**config.mk**
```make
export PLATFORM = sky130hd
export DESIGN_NAME = stopwatch_uart_tx_flat
export DESIGN_NICKNAME = d
export VERILOG_FILES = /design/src/rtl/stopwatch_uart_tx_pkg.sv /design/src/rtl/stopwatch_uart_tx_if.sv /design/src/rtl/stopwatch_uart_tx_byte.sv /design/src/rtl/stopwatch_uart_tx.sv /design/src/flat_wrapper.sv
export SDC_FILE = /design/constraint.sdc
export NUM_CORES = 1
export LEC_CHECK = 0
export CORE_ASPECT_RATIO = 0.8
export CORE_MARGIN = 5
export CORE_UTILIZATION = 50
export DETAILED_ROUTE_END_ITERATION = 12
export GPL_ROUTABILITY_DRIVEN = 0
export HOLD_SLACK_MARGIN = 0.12
export PLACE_DENSITY = 0.7
export SLEW_MARGIN = 20
export SYNTH_ARGS = -nofsm -noshare
export SYNTH_HDL_FRONTEND = slang
export SYNTH_SLANG_ARGS = --single-unit
```
**constraint.sdc**
```tcl
create_clock -name clk -period 3.35 [get_ports clk]
set_input_delay 0.8375 -clock clk [delete_from_list [all_inputs] [get_ports clk]]
set_output_delay 0.8375 -clock clk [all_outputs]
set_load 0.005 [all_outputs]
```
**src/rtl/stopwatch_uart_tx_pkg.sv**
```systemverilog
// Shared constants, state types and ASCII helpers for the stopwatch UART transmitter.
// Frame layout is d3 d2 SEP d1 d0 CR LF.
package stopwatch_uart_tx_pkg;

   localparam logic [7:0] ASCII_ZERO = 8'h30;
   localparam logic [7:0] ASCII_CR   = 8'h0D;
   localparam logic [7:0] ASCII_LF   = 8'h0A;
   localparam logic [7:0] ASCII_UNK  = 8'h3F;
   localparam int         FRAME_LEN  = 7;

   typedef enum logic {
      F_IDLE,
      F_SEND
   } frame_state_t;

   typedef enum logic [1:0] {
      IDLE,
      START,
      DATA,
      STOP
   } byte_state_t;

   function automatic logic [7:0] bcd_to_ascii(input logic [3:0] nibble);
      if (nibble <= 4'd9) begin
         return ASCII_ZERO + {4'h0, nibble};
      end
      return ASCII_UNK;
   endfunction

   // Index 7 and above fall through to LF; the top never launches those.
   function automatic logic [7:0] frame_byte(input logic [15:0] digits,
                                             input logic [2:0]  idx,
                                             input logic [7:0]  sep);
      case (idx)
         3'd0:    return bcd_to_ascii(digits[15:12]);
         3'd1:    return bcd_to_ascii(digits[11:8]);
         3'd2:    return sep;
         3'd3:    return bcd_to_ascii(digits[7:4]);
         3'd4:    return bcd_to_ascii(digits[3:0]);
         3'd5:    return ASCII_CR;
         default: return ASCII_LF;
      endcase
   endfunction

endpackage

```
**src/rtl/stopwatch_uart_tx_if.sv**
```systemverilog
// Request/status bundle between the stopwatch core and the UART transmitter.
// The slave modport is the transmitter side.
interface stopwatch_uart_tx_if;

   logic        send;
   logic [15:0] digits;
   logic        busy;
   logic        frame_done;
   logic        usb_tx;

   modport master (
      output send,
      output digits,
      input  busy,
      input  frame_done,
      input  usb_tx
   );

   modport slave (
      input  send,
      input  digits,
      output busy,
      output frame_done,
      output usb_tx
   );

endinterface

```
**src/rtl/stopwatch_uart_tx_byte.sv**
```systemverilog
// 8N1 byte serialiser: start bit, 8 data bits LSB first, stop bit, each CLKS_PER_BIT cycles.
// A start request on the final stop cycle chains straight into the next start bit.
module uart_tx_byte
   import stopwatch_uart_tx_pkg::*;
#(
   parameter int CLKS_PER_BIT = 868
) (
   input  logic       clk,
   input  logic       rst,
   input  logic       start,
   input  logic [7:0] data,
   output logic       tx,
   output logic       busy,
   output logic       byte_done
);

   localparam int            CW   = (CLKS_PER_BIT > 2) ? $clog2(CLKS_PER_BIT) : 1;
   localparam logic [CW-1:0] LAST = CW'(CLKS_PER_BIT - 1);

   byte_state_t state, state_d;
   logic [CW-1:0] cnt, cnt_d;
   logic [2:0]    bit_idx, bit_idx_d;
   logic [7:0]    shreg, shreg_d;
   logic          tx_q, tx_d;
   logic          bit_end;

   assign bit_end = (cnt == LAST);

   always_ff @(posedge clk or posedge rst) begin
      if (rst) begin
         state   <= IDLE;
         cnt     <= '0;
         bit_idx <= '0;
         shreg   <= '0;
         tx_q    <= 1'b1;
      end else begin
         state   <= state_d;
         cnt     <= cnt_d;
         bit_idx <= bit_idx_d;
         shreg   <= shreg_d;
         tx_q    <= tx_d;
      end
   end

   // tx_d is the line level for the next cycle, so the pin is a plain flop output.
   always_comb begin
      state_d   = state;
      cnt_d     = cnt + CW'(1);
      bit_idx_d = bit_idx;
      shreg_d   = shreg;
      tx_d      = tx_q;
      byte_done = 1'b0;
      case (state)
         IDLE: begin
            cnt_d = '0;
            tx_d  = 1'b1;
            if (start) begin
               state_d = START;
               shreg_d = data;
               tx_d    = 1'b0;
            end
         end
         START: begin
            if (bit_end) begin
               state_d   = DATA;
               cnt_d     = '0;
               bit_idx_d = '0;
               tx_d      = shreg[0];
            end
         end
         DATA: begin
            if (bit_end) begin
               cnt_d = '0;
               if (bit_idx == 3'd7) begin
                  state_d = STOP;
                  tx_d    = 1'b1;
               end else begin
                  bit_idx_d = bit_idx + 3'd1;
                  shreg_d   = {1'b0, shreg[7:1]};
                  tx_d      = shreg[1];
               end
            end
         end
         STOP: begin
            if (bit_end) begin
               byte_done = 1'b1;
               cnt_d     = '0;
               if (start) begin
                  state_d = START;
                  shreg_d = data;
                  tx_d    = 1'b0;
               end else begin
                  state_d = IDLE;
                  tx_d    = 1'b1;
               end
            end
         end
         default: begin
            state_d = IDLE;
            cnt_d   = '0;
            tx_d    = 1'b1;
         end
      endcase
   end

   assign tx   = tx_q;
   assign busy = (state != IDLE);

endmodule

```
**src/rtl/stopwatch_uart_tx.sv**
```systemverilog
// Sends the latched 4-digit BCD reading as "d3d2:d1d0\r\n" over an 8N1 UART line.
// Frame sequencing and digit encoding live here; bit timing lives in uart_tx_byte.
module stopwatch_uart_tx
   import stopwatch_uart_tx_pkg::*;
#(
   parameter int         CLK_FREQ = 100000000,
   parameter int         BAUD     = 115200,
   parameter logic [7:0] SEP_CHAR = 8'h3A
) (
   input  logic                 clk,
   input  logic                 rst,
   stopwatch_uart_tx_if.slave   bus
);

   localparam int CLKS_PER_BIT = CLK_FREQ / BAUD;

   frame_state_t f_state, f_next;
   logic [15:0]  frame_q;
   logic [2:0]   byte_idx;
   logic [2:0]   sel_idx;
   logic         launch_q, launch_d;
   logic         accept;
   logic         last_done;
   logic         busy_int;
   logic         byte_start;
   logic [7:0]   byte_data;
   logic         byte_tx;
   logic         byte_busy;
   logic         byte_done;

   // busy drops during the final stop cycle so a waiting send is taken on the very next edge.
   assign last_done = (f_state == F_SEND) && byte_done && (byte_idx == 3'(FRAME_LEN - 1));
   assign busy_int  = (f_state == F_SEND) && !last_done;
   assign accept    = bus.send && !busy_int;

   always_ff @(posedge clk or posedge rst) begin
      if (rst) begin
         f_state  <= F_IDLE;
         frame_q  <= '0;
         byte_idx <= '0;
         launch_q <= 1'b0;
      end else begin
         f_state  <= f_next;
         launch_q <= launch_d;
         if (accept) begin
            frame_q  <= bus.digits;
            byte_idx <= '0;
         end else if ((f_state == F_SEND) && byte_done) begin
            byte_idx <= byte_idx + 3'd1;
         end
      end
   end

   always_comb begin
      f_next   = f_state;
      launch_d = accept;
      case (f_state)
         F_IDLE: begin
            if (accept) begin
               f_next = F_SEND;
            end
         end
         F_SEND: begin
            if (last_done && !accept) begin
               f_next = F_IDLE;
            end
         end
         default: f_next = F_IDLE;
      endcase
   end

   // The next byte is presented during the current byte's last stop cycle to avoid a gap.
   always_comb begin
      sel_idx    = byte_done ? (byte_idx + 3'd1) : byte_idx;
      byte_start = (launch_q && !byte_busy) ||
                   ((f_state == F_SEND) && byte_done && !last_done);
      byte_data  = frame_byte(frame_q, sel_idx, SEP_CHAR);
   end

   uart_tx_byte #(
      .CLKS_PER_BIT (CLKS_PER_BIT)
   ) u_byte (
      .clk       (clk),
      .rst       (rst),
      .start     (byte_start),
      .data      (byte_data),
      .tx        (byte_tx),
      .busy      (byte_busy),
      .byte_done (byte_done)
   );

   assign bus.usb_tx     = byte_tx;
   assign bus.busy       = busy_int;
   assign bus.frame_done = last_done;

endmodule

```
**src/flat_wrapper.sv**
```systemverilog
// flat-port wrapper written by rule: the top's interface ports become plain ports
module stopwatch_uart_tx_flat import stopwatch_uart_tx_pkg::*;
#(
   parameter int         CLK_FREQ = 100000000,
   parameter int         BAUD     = 115200,
   parameter logic [7:0] SEP_CHAR = 8'h3A
)
  (clk, rst, bus_send, bus_digits, bus_busy, bus_frame_done, bus_usb_tx);
  stopwatch_uart_tx_if bus_i ();
  input  logic clk;
  input  logic rst;
  input wire logic [$bits(bus_i.send)-1:0] bus_send;
  input wire logic [$bits(bus_i.digits)-1:0] bus_digits;
  output wire logic [$bits(bus_i.busy)-1:0] bus_busy;
  output wire logic [$bits(bus_i.frame_done)-1:0] bus_frame_done;
  output wire logic [$bits(bus_i.usb_tx)-1:0] bus_usb_tx;
  assign bus_i.send = bus_send;
  assign bus_i.digits = bus_digits;
  assign bus_busy = bus_i.busy;
  assign bus_frame_done = bus_i.frame_done;
  assign bus_usb_tx = bus_i.usb_tx;
  stopwatch_uart_tx #(.CLK_FREQ(CLK_FREQ), .BAUD(BAUD), .SEP_CHAR(SEP_CHAR)) u_core (.clk(clk), .rst(rst), .bus(bus_i));
endmodule
```
==> results by group, run 1 <==
Floorplanning
  – Initial Utilization: 0.520
  – Site row count: 23
  – I/O Pins: 22
  – Core Region: 5040 sq um
  – Die width: 90.9 um
  – Chip Height: 74.7 um
  – Die ar.: 6800 sq um

Global route
  – Total gr overflow: 0
  – GR Util All Layers: 0.175
  – Antenna violations before repair: 0
  – Largest net degree at the start of global routing: 29
  – First-pass GRT wire length: 9600 um
  – Number of global-route vias before repair: 1,987

Clock network
  – Post-CTS Setup Repair Bufs: 0
  – CTS resizes: 0
  – Clk Latency, worst-skew pair: 0.30 ns
  – Hold_buf cts: 0
  – Number of sinks on the clock net: 43
  – Clock Path Buffers: 2
  – CTS tree: built
  – Cts bufs inserted: 5
  – Worst-path clk slew: 0.08 ns
  – Root Driver: clkbuf_8
  – H-tree depth: 2

Timing
  – Setup total negative slack: 0 ns
  – Slew HR: 0.519
  – WHS: 0.490 ns
  – Final worst slack: 0.165 ns
  – Final setup violation count: 0
  – Fraction of the cycle the final worst path needs: 0.951
  – Worst Skew: 0.00592 ns
  – RSZ-0062 raised after global routing: false
  – Fin. max-slew vios: 0
  – Maximum clock rate: 314 MHz
  – Final Hold Viols: 0
  – Worst-Margin Slew: 0.717 ns
  – Crit path time final: 3.18 ns

Min path
  – Hold Path Class: register to register

Synthesis
  – Area leader, netlist: dfrtp_1
  – Count leader, synth: dfrtp_1
  – Seq/Total Area, Yosys: 0.411
  – Synth Area per Inst: 9.85 sq um
  – Mapped Cells: 266
  – Synth area leaders: dfrtp_1 40%, mux2_4 5.7%, ha_1 4.8%
  – Ys Warns: 0
  – Ys async rst share: 1.00
  – Top cells by count, synth: 42 x dfrtp_1, 29 x nor2_1, 22 x nand2_1
  – #FFs+latches synth: 43
  – Post-Syn Area: 2620 sq um
  – Synthesized Nets: 295
  – Predominant post-synthesis flop cell: dfrtp_1
  – Share of the synthesized area in the top cell type: 0.401
  – Number of synthesized flops with an enable pin: 0
  – Netlist cell types: 53

Critical path
  – CP startpoint kind: register
  – Slowest stage delay, CP: 0.52 ns
  – Crit Path Max Fanout: 7
  – Setup crit end: bus_frame_done
  – Reg2Reg Setup Slack: 0.63 ns
  – Critical Path RT: 2.51 ns
  – Setup crit start: u_core.u_byte.state[0]
  – CP Class: register to primary output
  – Worst R2R Path Depth: 8
  – Crit-path cells: ha_2 -> inv_1 -> nor4_4 -> nand2_1 -> nor2_1 -> clkdlybuf4s50_1
  – Crit path capture type: primary output
  – FF-to-FF End: u_core.u_byte.shreg[2]
  – CP max-delay cell: clkdlybuf4s50_1
  – Arr. time, crit path: 2.35 ns
  – Critical R2R Launch: u_core.byte_idx[0]

Power and ir drop
  – Lkg Pwr: 1.26 nW
  – Maximum VDD drop: 0.201 mV
  – PD cells: 297 nW/um^2

Drt
  – Initial DRC Count: 160
  – Post-route antenna net violation count: 0
  – Wire per inst: 15.6 um
  – Post-Route WL: 5460 um
  – Drc violations: 0
  – Vias per inst: 5.71
  – Total number of vias: 1,998
  – Pre-antenna DRT Iters: 4

Final layout
  – Share of layout cells above drive strength 1: 0.132
  – Layout net count: 316
  – Non-filler cells, final: 350
  – Area Overhead vs Synth: 12.6%
  – # diodes: 0

Place
  – DP Wirelength: 3900 um
  – Number of port buffers: 21
  – Inst Count DP: 342
  – Pre-CTS setup slack: 0.444 ns

Job
  – # Max-Cap Violations: 0

Outcome
  – Status: complete, no violations
## sequential cells by signal, indices dropped and copies added (netlist names)
signal / count
u_core.u_byte.bit_idx: 3
u_core.byte_idx: 3
u_core.u_byte.shreg: 6
u_core.launch_q: 1
u_core.f_state: 1
u_core.u_byte.tx: 1
u_core.frame_q: 16
u_core.u_byte.cnt: 10
u_core.u_byte.state: 2
## where the power goes
part | internal, mW | leakage, nW | switching [mW]
sequential | 0.519 | 0.566 | 0
combinational | 0.0193 | 0.652 | 0.0129
clock | 0.146 | 0.0412 | 0.181
total | 0.684 | 1.26 | 0.194
## worst max-delay path, delay by kind of cell, from the launching register on
kind | cells | cell delay, ns
flip-flops | 1 | 0.44
buffers and inverters | 2 | 0.69
AND/OR/NAND/NOR | 3 | 0.63
adder cells (fa/ha/maj) | 1 | 0.28
## how the worst min path moves through the flow
stage,start,endpoint,slack [ns],cells past startpoint
2_1_floorplan,u_core.u_byte.cnt[0],u_core.u_byte.cnt[0],0.45,1
3_3_place_gp,u_core.u_byte.cnt[0],u_core.u_byte.cnt[0],0.46,1
3_5_place_dp,u_core.frame_q[12],u_core.frame_q[12],0.48,1
4_1_cts,u_core.u_byte.cnt[0],u_core.u_byte.cnt[0],0.49,1
5_1_grt,u_core.u_byte.tx,u_core.u_byte.tx,0.52,2
6_report,u_core.u_byte.cnt[0],u_core.u_byte.cnt[0],0.49,1
## cell type report
type,count,area (sq um)
sequential,43,1080
clock inverter,2,12.5
multi-input combinational,194,1400
fill,428,2090
timing repair buffer,26,248
clock buffer,6,72.6
inverter,17,63.8
tap,62,77.6
## metrics by stage
step / cell area, sq um / utilization / total power [mW]
after detailed placement: 2860 / 0.568 / 0.562
after floorplan: 2620 / - / 0.537
final: 2950 / 0.586 / 0.877
after CTS: 2950 / 0.585 / 0.894
after global routing: 2950 / 0.586 / 0.922
after global placement: 2860 / 0.568 / 0.562
## routing by layer
layer | part of all wire | GRT usage
met4 | 0.0093 | 0.0570
met5 | 0 | 0
met2 | 0.43 | 0.258
met1 | 0.52 | 0.258
met3 | 0.047 | 0.0370
## layout by cell type, fill, tap and decap left out, types with 2 or more instances in the layout
cell             count
dfrtp_1             42
nor2_1              29
nand2_1             22
clkdlybuf4s50_1     21
o21ai_0             20
inv_1               16
a21oi_1             12
mux2_4              10
ha_1                 9
xnor2_1              8
nor3_1               7
nand3_1              7
mux2_2               6
xor2_1               5
clkbuf_8             5
buf_4                5
nand2b_1             4
and3_1               4
mux2i_1              4
o221ai_1             4
a22oi_1              3
a31oi_1              3
a211oi_1             3
o221a_2              3
mux2_1               2
nor4_4               2
a32oi_1              2
nor4_1               2
o211ai_1             2
## cells by family (layout without fill, tap and decap cells)
group / Yosys count / after routing / share of synthesized area
and+or+nand+nor: 88 / 88 / 0.176
AOI/OAI and AO/OA: 61 / 61 / 0.159
DFF: 43 / 43 / 0.411
buffers and inverters: 29 / 51 / 0.0559
muxes: 22 / 22 / 0.107
xor gates and xnor gates: 13 / 13 / 0.0435
adders and majority gates: 10 / 10 / 0.0478
(Power assumes the default switching activity.)
==> inputs of run 2 (changes only) <==
==> constraint.sdc (replaced) <==
create_clock -name clk -period 3.8 [get_ports clk]
set_input_delay 0.95 -clock clk [delete_from_list [all_inputs] [get_ports clk]]
set_output_delay 0.95 -clock clk [all_outputs]
set_load 0.005 [all_outputs]
==> run 2 against run 1 <==
Against the previous run: first-iteration DRC count fell by 20%; power grew 3.7%; routed wire length grew 0.57%; critical endpoint is now bus_busy; largest power group unchanged; highest routed layer unchanged.
==> results by group, run 2 (same netlist as run 1, synthesis figures left out) <==
Clock network
  – Post-CTS Setup Repair Bufs: 0 (unchanged)
  – Number of sinks on the clock net: 43 (unchanged)
  – Root Driver: clkbuf_8
  – Cts bufs inserted: 5 (unchanged)
  – H-tree depth: 2 (unchanged)
  – Clk Latency, worst-skew pair: 0.30 ns (about the same)
  – Clock Path Buffers: 2 (unchanged)
  – CTS resizes: 0 (unchanged)
  – Hold_buf cts: 0 (unchanged)
  – Worst-path clk slew: 0.08 ns (about the same)
  – CTS tree: built

Floorplanning
  – Core Region: 5040 sq um (unchanged)
  – Site row count: 23 (unchanged)
  – I/O Pins: 22 (unchanged)
  – Die ar.: 6800 sq um (unchanged)
  – Initial Utilization: 0.520 (unchanged)
  – Die width: 90.9 um (unchanged)
  – Chip Height: 74.7 um (unchanged)

Final layout
  – # fillers: 425 (-0.70%)
  – Share of layout cells above drive strength 1: 0.123 (-0.00914)
  – Most frequent cells in the layout: 42 x dfrtp_1, 29 x nor2_1, 22 x nand2_1, 21 x clkdlybuf4s50_1, 20 x o21ai_0
  – Biggest register: u_core.frame_q
  – # diodes: 0 (unchanged)
  – Area Overhead vs Synth: 13.5%
  – Max reg flops: 16 (unchanged)
  – Top Registers: u_core.frame_q x16, u_core.u_byte.cnt x10, u_core.u_byte.shreg x6
  – Most common cell after layout, fill and taps aside: dfrtp_1
  – Layout net count: 313 (-0.95%)

Critical path
  – CP startpoint kind: register
  – Arr. time, crit path: 2.57 ns (+0.22 ns)
  – Crit Path Max Fanout: 8 (+1)
  – CP Class: register to primary output
  – Critical Path RT: 2.85 ns (+0.34 ns)
  – Slowest stage delay, CP: 0.62 ns (+0.10 ns)
  – Crit path capture type: primary output
  – Crit-path cells: nand4bb_1 -> or3_1 -> o31ai_4 -> inv_1 -> clkdlybuf4s50_1
  – CP max-delay cell: or3_1
  – Worst R2R Path Depth: 6 (-2)

Global route
  – Number of global-route vias before repair: 1,922 (-3.3%)
  – First-pass GRT wire length: 9350 um (-2.6%)
  – GR Util All Layers: 0.172 (-0.00320)
  – Largest net degree at the start of global routing: 32 (+10%)
  – Total gr overflow: 0 (unchanged)
  – Antenna violations before repair: 0 (unchanged)

Place
  – Number of port buffers: 21 (unchanged)
  – DP Wirelength: 4030 um (+3.2%)

Drt
  – Initial DRC Count: 128 (-20%)
  – Total number of vias: 1,991 (-0.35%)
  – Vias per inst: 5.74 (+0.51%)
  – Wire per inst: 15.8 um (+1.4%)
  – Post-Route WL: 5490 um (+0.57%)
  – Post-route antenna net violation count: 0 (unchanged)
  – Drc violations: 0 (unchanged)
  – Pre-antenna DRT Iters: 4 (unchanged)

Power and ir drop
  – Power share of the combinational group: 0.032 (-0.005)
  – Sequential power share: 0.502 (-0.089)
  – Internal power: 0.737 mW (+7.8%)
  – Lkg Pwr: 1.28 nW (+1.3%)
  – Maximum VDD drop: 0.204 mV (+1.3%)
  – P_sw: 0.173 mW (-11%)
  – PD cells: 306 nW/um^2 (+2.9%)
  – Switching fraction of total power: 0.190 (-0.0305)
  – Clock power frac: 0.466 (+0.094)

Timing
  – Crit path time final: 3.52 ns
  – Slew HR: 0.585 (+0.0664)
  – Final Hold Viols: 0 (unchanged)
  – Worst Skew: 0.00351 ns (-0.00241 ns)
  – RSZ-0062 raised after global routing: false
  – Fin. max-slew vios: 0 (unchanged)
  – Maximum clock rate: 284 MHz
  – Fraction of the cycle the final worst path needs: 0.927
  – Setup total negative slack: 0 ns (unchanged)
  – WHS: 0.483 ns (-0.00695 ns)
  – Worst-Margin Slew: 0.618 ns (-0.0989 ns)
  – Final setup violation count: 0 (unchanged)

Min path
  – Hold Crit Depth: 2 (+1)
  – Hold Path Class: register to register

Outcome
  – Status: complete, no violations

Job
  – # Max-Cap Violations: 0 (unchanged)
run 2: cell types whose count changed in the layout (fill, tap and decap cells not counted):
cell,previous run,this run
clkinvlp_4,1,0
bufinv_16,0,2
clkinv_1,1,0
buf_4,5,2
ha_2,1,0
ha_1,9,10
run 2: stage by stage:
stage | cells | util | cell area, sq um | power (mW) | setup slack [ns]
finish | 347 | 0.591 | 2970 | 0.910 | 0.277
global route | 347 | 0.591 | 2970 | 0.944 | 0.131
CTS | 347 | 0.591 | 2970 | 0.921 | 0.262
detailed placement | 339 | 0.564 | 2840 | 0.496 | 0.599
global placement | 339 | 0.564 | 2840 | 0.495 | 0.632
floorplan | 266 | - | 2620 | 0.473 | 1.26
run 2: path summary, 6_finish.rpt:
kind | from | end | slack [ns]
worst max-delay path | u_core.u_byte.cnt[2] | bus_busy | 0.28
worst min-delay path | u_core.u_byte.tx | u_core.u_byte.tx | 0.48
worst max register to register | u_core.u_byte.cnt[2] | u_core.frame_q[9] | 1.07
worst min register to register | u_core.u_byte.tx | u_core.u_byte.tx | 0.48
max in group asynchronous | rst | u_core.u_byte.shreg[5] | 2.24
min in group asynchronous | rst | u_core.launch_q | 0.99
run 2: power by group through the flow:
stage / clock network [mW] / logic [mW] / registers (mW)
floorplan: 0 / 0.00702 / 0.466
global placement: 0 / 0.0292 / 0.466
detailed placement: 0 / 0.0297 / 0.466
CTS: 0.434 / 0.0300 / 0.457
global route: 0.455 / 0.0321 / 0.457
finish: 0.424 / 0.0289 / 0.457
run 2: critical path, delay by kind of cell (launching register included):
kind / cells / cell delay (ns)
compound gates: 1 / 0.22
buf+inv: 2 / 0.50
flops: 1 / 0.43
simple gates: 2 / 1.12
run 2: final cells by class:
class	count	area [sq um]	share of cell area
flip-flops and latches	43	1080	0.362
clock inverters	2	60.1	0.0202
repair buffers	23	225	0.0757
well taps	62	77.6	0.0261
multi-input cells	194	1400	0.470
inverters	17	65.1	0.0219
clock buffers	6	72.6	0.0244
run 2: layer usage:
metal	track usage	wire, um	up-vias
li1	-	-	986
met5	0	0	-
met1	0.253	2810	955
met3	0.0370	255	7
met4	0.0668	78	0
met2	0.248	2350	43
==> RTL edit 1: new RTL, settings of run 1 <==
`CLK_FREQ` is set to 100000000 in 2 places; all go to 50000000.
--- a/src/rtl/stopwatch_uart_tx.sv
+++ b/src/rtl/stopwatch_uart_tx.sv
@@ -3,7 +3,7 @@
 module stopwatch_uart_tx
    import stopwatch_uart_tx_pkg::*;
 #(
-   parameter int         CLK_FREQ = 100000000,
+   parameter int         CLK_FREQ = 50000000,
    parameter int         BAUD     = 115200,
    parameter logic [7:0] SEP_CHAR = 8'h3A
 ) (
--- a/src/flat_wrapper.sv
+++ b/src/flat_wrapper.sv
@@ -1,7 +1,7 @@
 // flat-port wrapper written by rule: the top's interface ports become plain ports
 module stopwatch_uart_tx_flat import stopwatch_uart_tx_pkg::*;
 #(
-   parameter int         CLK_FREQ = 100000000,
+   parameter int         CLK_FREQ = 50000000,
    parameter int         BAUD     = 115200,
    parameter logic [7:0] SEP_CHAR = 8'h3A
 )
Check against the original RTL: same outputs for any inputs over 10 cycles, from zero or initial values and one cycle with rst high; that may be too few to reach the edited logic, so the function may still have changed.
==> RTL edit 1 against run 1 <==
Worst setup slack better by 74 ps; via count is 11% lower; global-route usage shrank 1.2 points; combinational power decreased by 3%; power grew 7.0%; cell area fell by 1.2%; sequential cell count shrank 1; clock power rose by 23%; die area fell by 3.2%; final cell count fell by 8.0%; sequential share of layout area fell by 0.40 points; largest cell class unchanged; synthesized cell count is 12% lower; synthesized area decreased by 3.6%; wire length decreased by 11%; highest routed layer unchanged.
==> RTL edit 1: results (changes against run 1) <==
run status: completed (unchanged)
Hold Path End: u_core.u_byte.shreg[4] (was u_core.u_byte.cnt[0])
RR Endpoint: u_core.u_byte.shreg[2] (unchanged)
Worst Hold Path Cells: 2 (was 1)
pin count of the biggest net entering global routing: 43 (was 29)
fraction of layout cells with a size suffix above 1: 20.0% (was 13.2%)
post-synthesis sequential area ratio: 41.7% (was 41.1%)
crit path launch: u_core.u_byte.cnt[1] (was u_core.u_byte.state[0])
Slew @ Worst Pin: 535 ps (was 717 ps)
Post-synth top cells: dfrtp_1 (41), nor2_1 (23), mux2_2 (18) (was dfrtp_1 (42), nor2_1 (29), nand2_1 (22))
largest cells by area after synthesis: dfrtp_1 (41%), mux2_2 (8.0%), ha_1 (5.5%) (was dfrtp_1 (40%), mux2_4 (5.7%), ha_1 (4.8%))
worst reg-to-reg setup slack: 1000 ps (was 630 ps)
vias in the first global route: 1718 (was 1987)
Filler cells: 434 (was 428)
final hold slack: 487 ps (was 490 ps)
HP Start: u_core.u_byte.shreg[4] (was u_core.u_byte.cnt[0])
leakage: 0.00126 µW (about the same)
Clock Skew: 6.86 ps (was 5.92 ps)
WL final: 4850 µm (was 5460 µm)
Top Registers: u_core.frame_q: 16 flops, u_core.u_byte.cnt: 9 flops, u_core.u_byte.shreg: 6 flops (was u_core.frame_q: 16 flops, u_core.u_byte.cnt: 10 flops, u_core.u_byte.shreg: 6 flops)
crit path DAT: 2270 ps (was 2350 ps)
first-pass GRT wire length: 8360 µm (was 9600 µm)
Overall Global Routing Usage: 16.3% (was 17.5%)
fin crit share: 92.9% (was 95.1%)
via count: 1783 (was 1998)
[RTL edit 1: through the flow]
stage                     power (µW)  cell area (µm²)  std cells  utilization, %
after floorplan                  524             2520        233               -
after global placement           549             2800        314            56.6
after detailed placement         549             2800        314            56.6
after CTS                        949             2910        322            58.9
after global routing             980             2910        322            58.9
final                            938             2910        322            58.9
[RTL edit 1: per-layer routing]
| metal | GRT usage, % | up-vias | wire length [µm] |
|---|---|---|---|
| li1 | - | 900 | - |
| met1 | 26.4 | 851 | 2650 |
| met2 | 21.7 | 28 | 2030 |
| met3 | 3.03 | 4 | 132 |
| met4 | 4.96 | 0 | 38 |
| met5 | 0 | - | 0 |
[RTL edit 1: cell type report]
type / instances / area share [%]
clock buffers: 6 / 2.49
clock inverters: 2 / 1.29
inverters: 11 / 1.42
multi-input cells: 173 / 47.5
flip-flops and latches: 42 / 36.1
well taps: 62 / 2.66
repair buffers: 26 / 8.50
[RTL edit 1: power groups by stage]
stage / logic, µW / clock network, µW / registers, µW
finish: 31.3 / 401 / 506
global route: 35.1 / 438 / 507
CTS: 32.5 / 410 / 506
detailed placement: 32.5 / 0 / 517
global placement: 32.0 / 0 / 517
floorplan: 7.77 / 0 / 517
[RTL edit 1: tightest hold or removal path, delay by kind of cell (launching register included)]
family | cells | cell delay [ps]
flops | 1 | 350
simple gates | 1 | 50
compound gates | 1 | 60
[RTL edit 1: logic make-up after synthesis]
| group | count (synthesis) | share of synthesized area, % |
|---|---|---|
| flip-flops | 42 | 41.7 |
| AO/OA/AOI/OAI | 55 | 16.3 |
| adder cells (fa/ha/maj) | 11 | 5.45 |
| XOR/XNOR | 11 | 4.56 |
| buffers and inverters | 18 | 3.47 |
| AND/OR/NAND/NOR | 73 | 18.2 |
| multiplexers | 23 | 10.4 |
==> RTL edit 2: new RTL, config.mk and constraints of run 1 <==
Without the edit above. Reset style: synchronous (`rst`), changed in 2 clocked blocks.
--- a/src/rtl/stopwatch_uart_tx_byte.sv
+++ b/src/rtl/stopwatch_uart_tx_byte.sv
@@ -26,7 +26,7 @@
 
    assign bit_end = (cnt == LAST);
 
-   always_ff @(posedge clk or posedge rst) begin
+   always_ff @(posedge clk) begin
       if (rst) begin
          state   <= IDLE;
          cnt     <= '0;
--- a/src/rtl/stopwatch_uart_tx.sv
+++ b/src/rtl/stopwatch_uart_tx.sv
@@ -33,7 +33,7 @@
    assign busy_int  = (f_state == F_SEND) && !last_done;
    assign accept    = bus.send && !busy_int;
 
-   always_ff @(posedge clk or posedge rst) begin
+   always_ff @(posedge clk) begin
       if (rst) begin
          f_state  <= F_IDLE;
          frame_q  <= '0;
Behaviour: differs if rst is asserted again (counterexample within 4 cycles, from zero or initial values and one cycle with rst high); with rst held inactive, the same outputs for 10 cycles.
==> RTL edit 2 against run 1 <==
Synthesized area decreased by 9.2%; cell area down 8.0%; sequential cell count unchanged; register-to-register slack improved by 110 ps; via count shrank 0.85%; worst setup slack improved by 56 ps; wire length down 5.6%; largest cell class unchanged.
Power is not compared: it rests on default switching activity, and its combinational part moved more than twofold at a synthesized area within 25%.
==> RTL edit 2: results (changes against run 1) <==
vias in the first global route: 1748 (was 1987)
Clk pin slew, worst setup/hold paths: 80 ps (about the same)
Yosys warnings: 0 (unchanged)
Hold Path End: u_core.u_byte.cnt[0] (unchanged)
crit path to: bus_frame_done (unchanged)
pin count of the biggest net entering global routing: 23 (was 29)
initial antenna violation count: 0 (unchanged)
leakage: 0.00103 µW
CTS buffer count: 5 (unchanged)
DP HPWL: 3810 µm (was 3900 µm)
peak per-stage delay on the critical path: 510 ps
reg2reg path depth: 8 (unchanged)
PortBufs: 21 (unchanged)
Top Registers: u_core.frame_q: 16 flops, u_core.u_byte.cnt: 10 flops, u_core.u_byte.shreg: 6 flops (unchanged)
post_cts resized: 1 (was 0)
crit path DAT: 2290 ps (was 2350 ps)
routed wirelength normalized by instance count: 15.1 µm (was 15.6 µm)
Max-Slew Margin vs Limit: 50.4% (was 51.9%)
Syn Area/Cell: 9.01 µm² (was 9.85 µm²)
run status: completed (unchanged)
NumNets Final: 311 (was 316)
total nets after synthesis: 294 (was 295)
ant diodes: 0 (unchanged)
worst hold-check path type: reg2reg (unchanged)
Critical R2R Launch: u_core.u_byte.state[0] (was u_core.byte_idx[0])
Bufs on Longest Clock Path: 2 (unchanged)
placed instance count: 334 (was 342)
worst reg-to-reg setup slack: 740 ps (was 630 ps)
endpoints failing setup: 0 (unchanged)
post-CTS setup buffers: 0 (unchanged)
Post-synth top cells: dfxtp_1 (43), nor2_1 (28), a21oi_1 (21) (was dfrtp_1 (42), nor2_1 (29), nand2_1 (22))
Overall Global Routing Usage: 16.8% (was 17.5%)
Worst Hold Path Cells: 1 (unchanged)
Distinct cells, synth: 63 (was 53)
via count: 1981 (was 1998)
drt first pass iters: 4 (unchanged)
FFs w/ async S/R, synth: 0% (was 100%)
DR iter-0 viols: 137 (was 160)
HP Start: u_core.u_byte.cnt[0] (unchanged)
WL final: 5150 µm (was 5460 µm)
Clock Skew: 10.2 ps (was 5.92 ps)
Root Driver: clkbuf_8 (unchanged)
post-synthesis sequential area ratio: 36.2% (was 41.1%)
fraction of layout cells with a size suffix above 1: 10.6% (was 13.2%)
CP Class: reg2out (unchanged)
CP top delay family: simple AND/OR/NAND/NOR gates (was buffers and inverters)
Worst-Skew Late Latency: 300 ps (about the same)
largest cells by area after synthesis: dfxtp_1 (36%), a22o_1 (7.4%), ha_1 (5.8%) (was dfrtp_1 (40%), mux2_4 (5.7%), ha_1 (4.8%))
Filler cells: 421 (was 428)
H-tree Lvls: 2 (unchanged)
RR Endpoint: u_core.u_byte.shreg[3] (was u_core.u_byte.shreg[2])
Slowest cell on crit path: clkdlybuf4s50_1 (unchanged)
Worst VDD drop: 0.284 mV
first-pass GRT wire length: 8380 µm (was 9600 µm)
critical path fanouts, max: 8 (was 7)
[RTL edit 2: changes by cell type after synthesis, sizes merged, moves of 9 or more]
cell,before,now
dfxtp,0,43
dfrtp,42,0
a22o,1,20
mux2,18,2
o21ai,20,8
a21oi,12,21
nand2,22,13
[RTL edit 2: layout make-up]
class,count,share of cell area (%)
flip-flops and latches,43,31.7
multi-input cells,197,51.2
repair buffers,24,8.58
clock buffers,6,3.04
well taps,60,2.77
inverters,10,1.38
clock inverters,2,1.29
[RTL edit 2: per-layer routing]
layer | track usage (%) | vias up | share of wire (%)
met1 | 27.0 | 915 | 54
met2 | 21.9 | 49 | 39
met5 | 0 | - | 0
met4 | 4.60 | 0 | 1.0
met3 | 3.45 | 5 | 5.4
li1 | - | 1012 | -
[RTL edit 2: worst register-to-register path, cell delays in order (launching register included)]
cell	delay, ps
dfxtp_1	420
ha_1	330
nor4b_2	320
and3_1	220
buf_4	150
mux2_4	330
a21o_1	160
a2111o_1	400
a22o_1	190
[RTL edit 2: logic make-up after synthesis]
logic type,after synthesis,synth area share [%]
DFF,43,36.2
AOI/OAI and AO/OA,85,26.5
buffers and inverters,24,5.94
muxes,5,2.37
and+or+nand+nor,84,18.5
xor gates and xnor gates,12,4.73
adders and majority gates,11,5.79
[RTL edit 2: power breakdown]
group	internal (µW)	switching, µW
clock network	241	179
logic	157	176
registers	558	38.9
total	957	393
[RTL edit 2: stage by stage]
step	cell area, µm²	hold slack [ps]	worst slack [ps]
2_1_floorplan	2380	426	890
3_3_place_gp	2580	441	421
3_5_place_dp	2590	446	239
4_1_cts	2700	466	47.5
5_1_grt	2710	489	49.3
6_report	2710	461	221
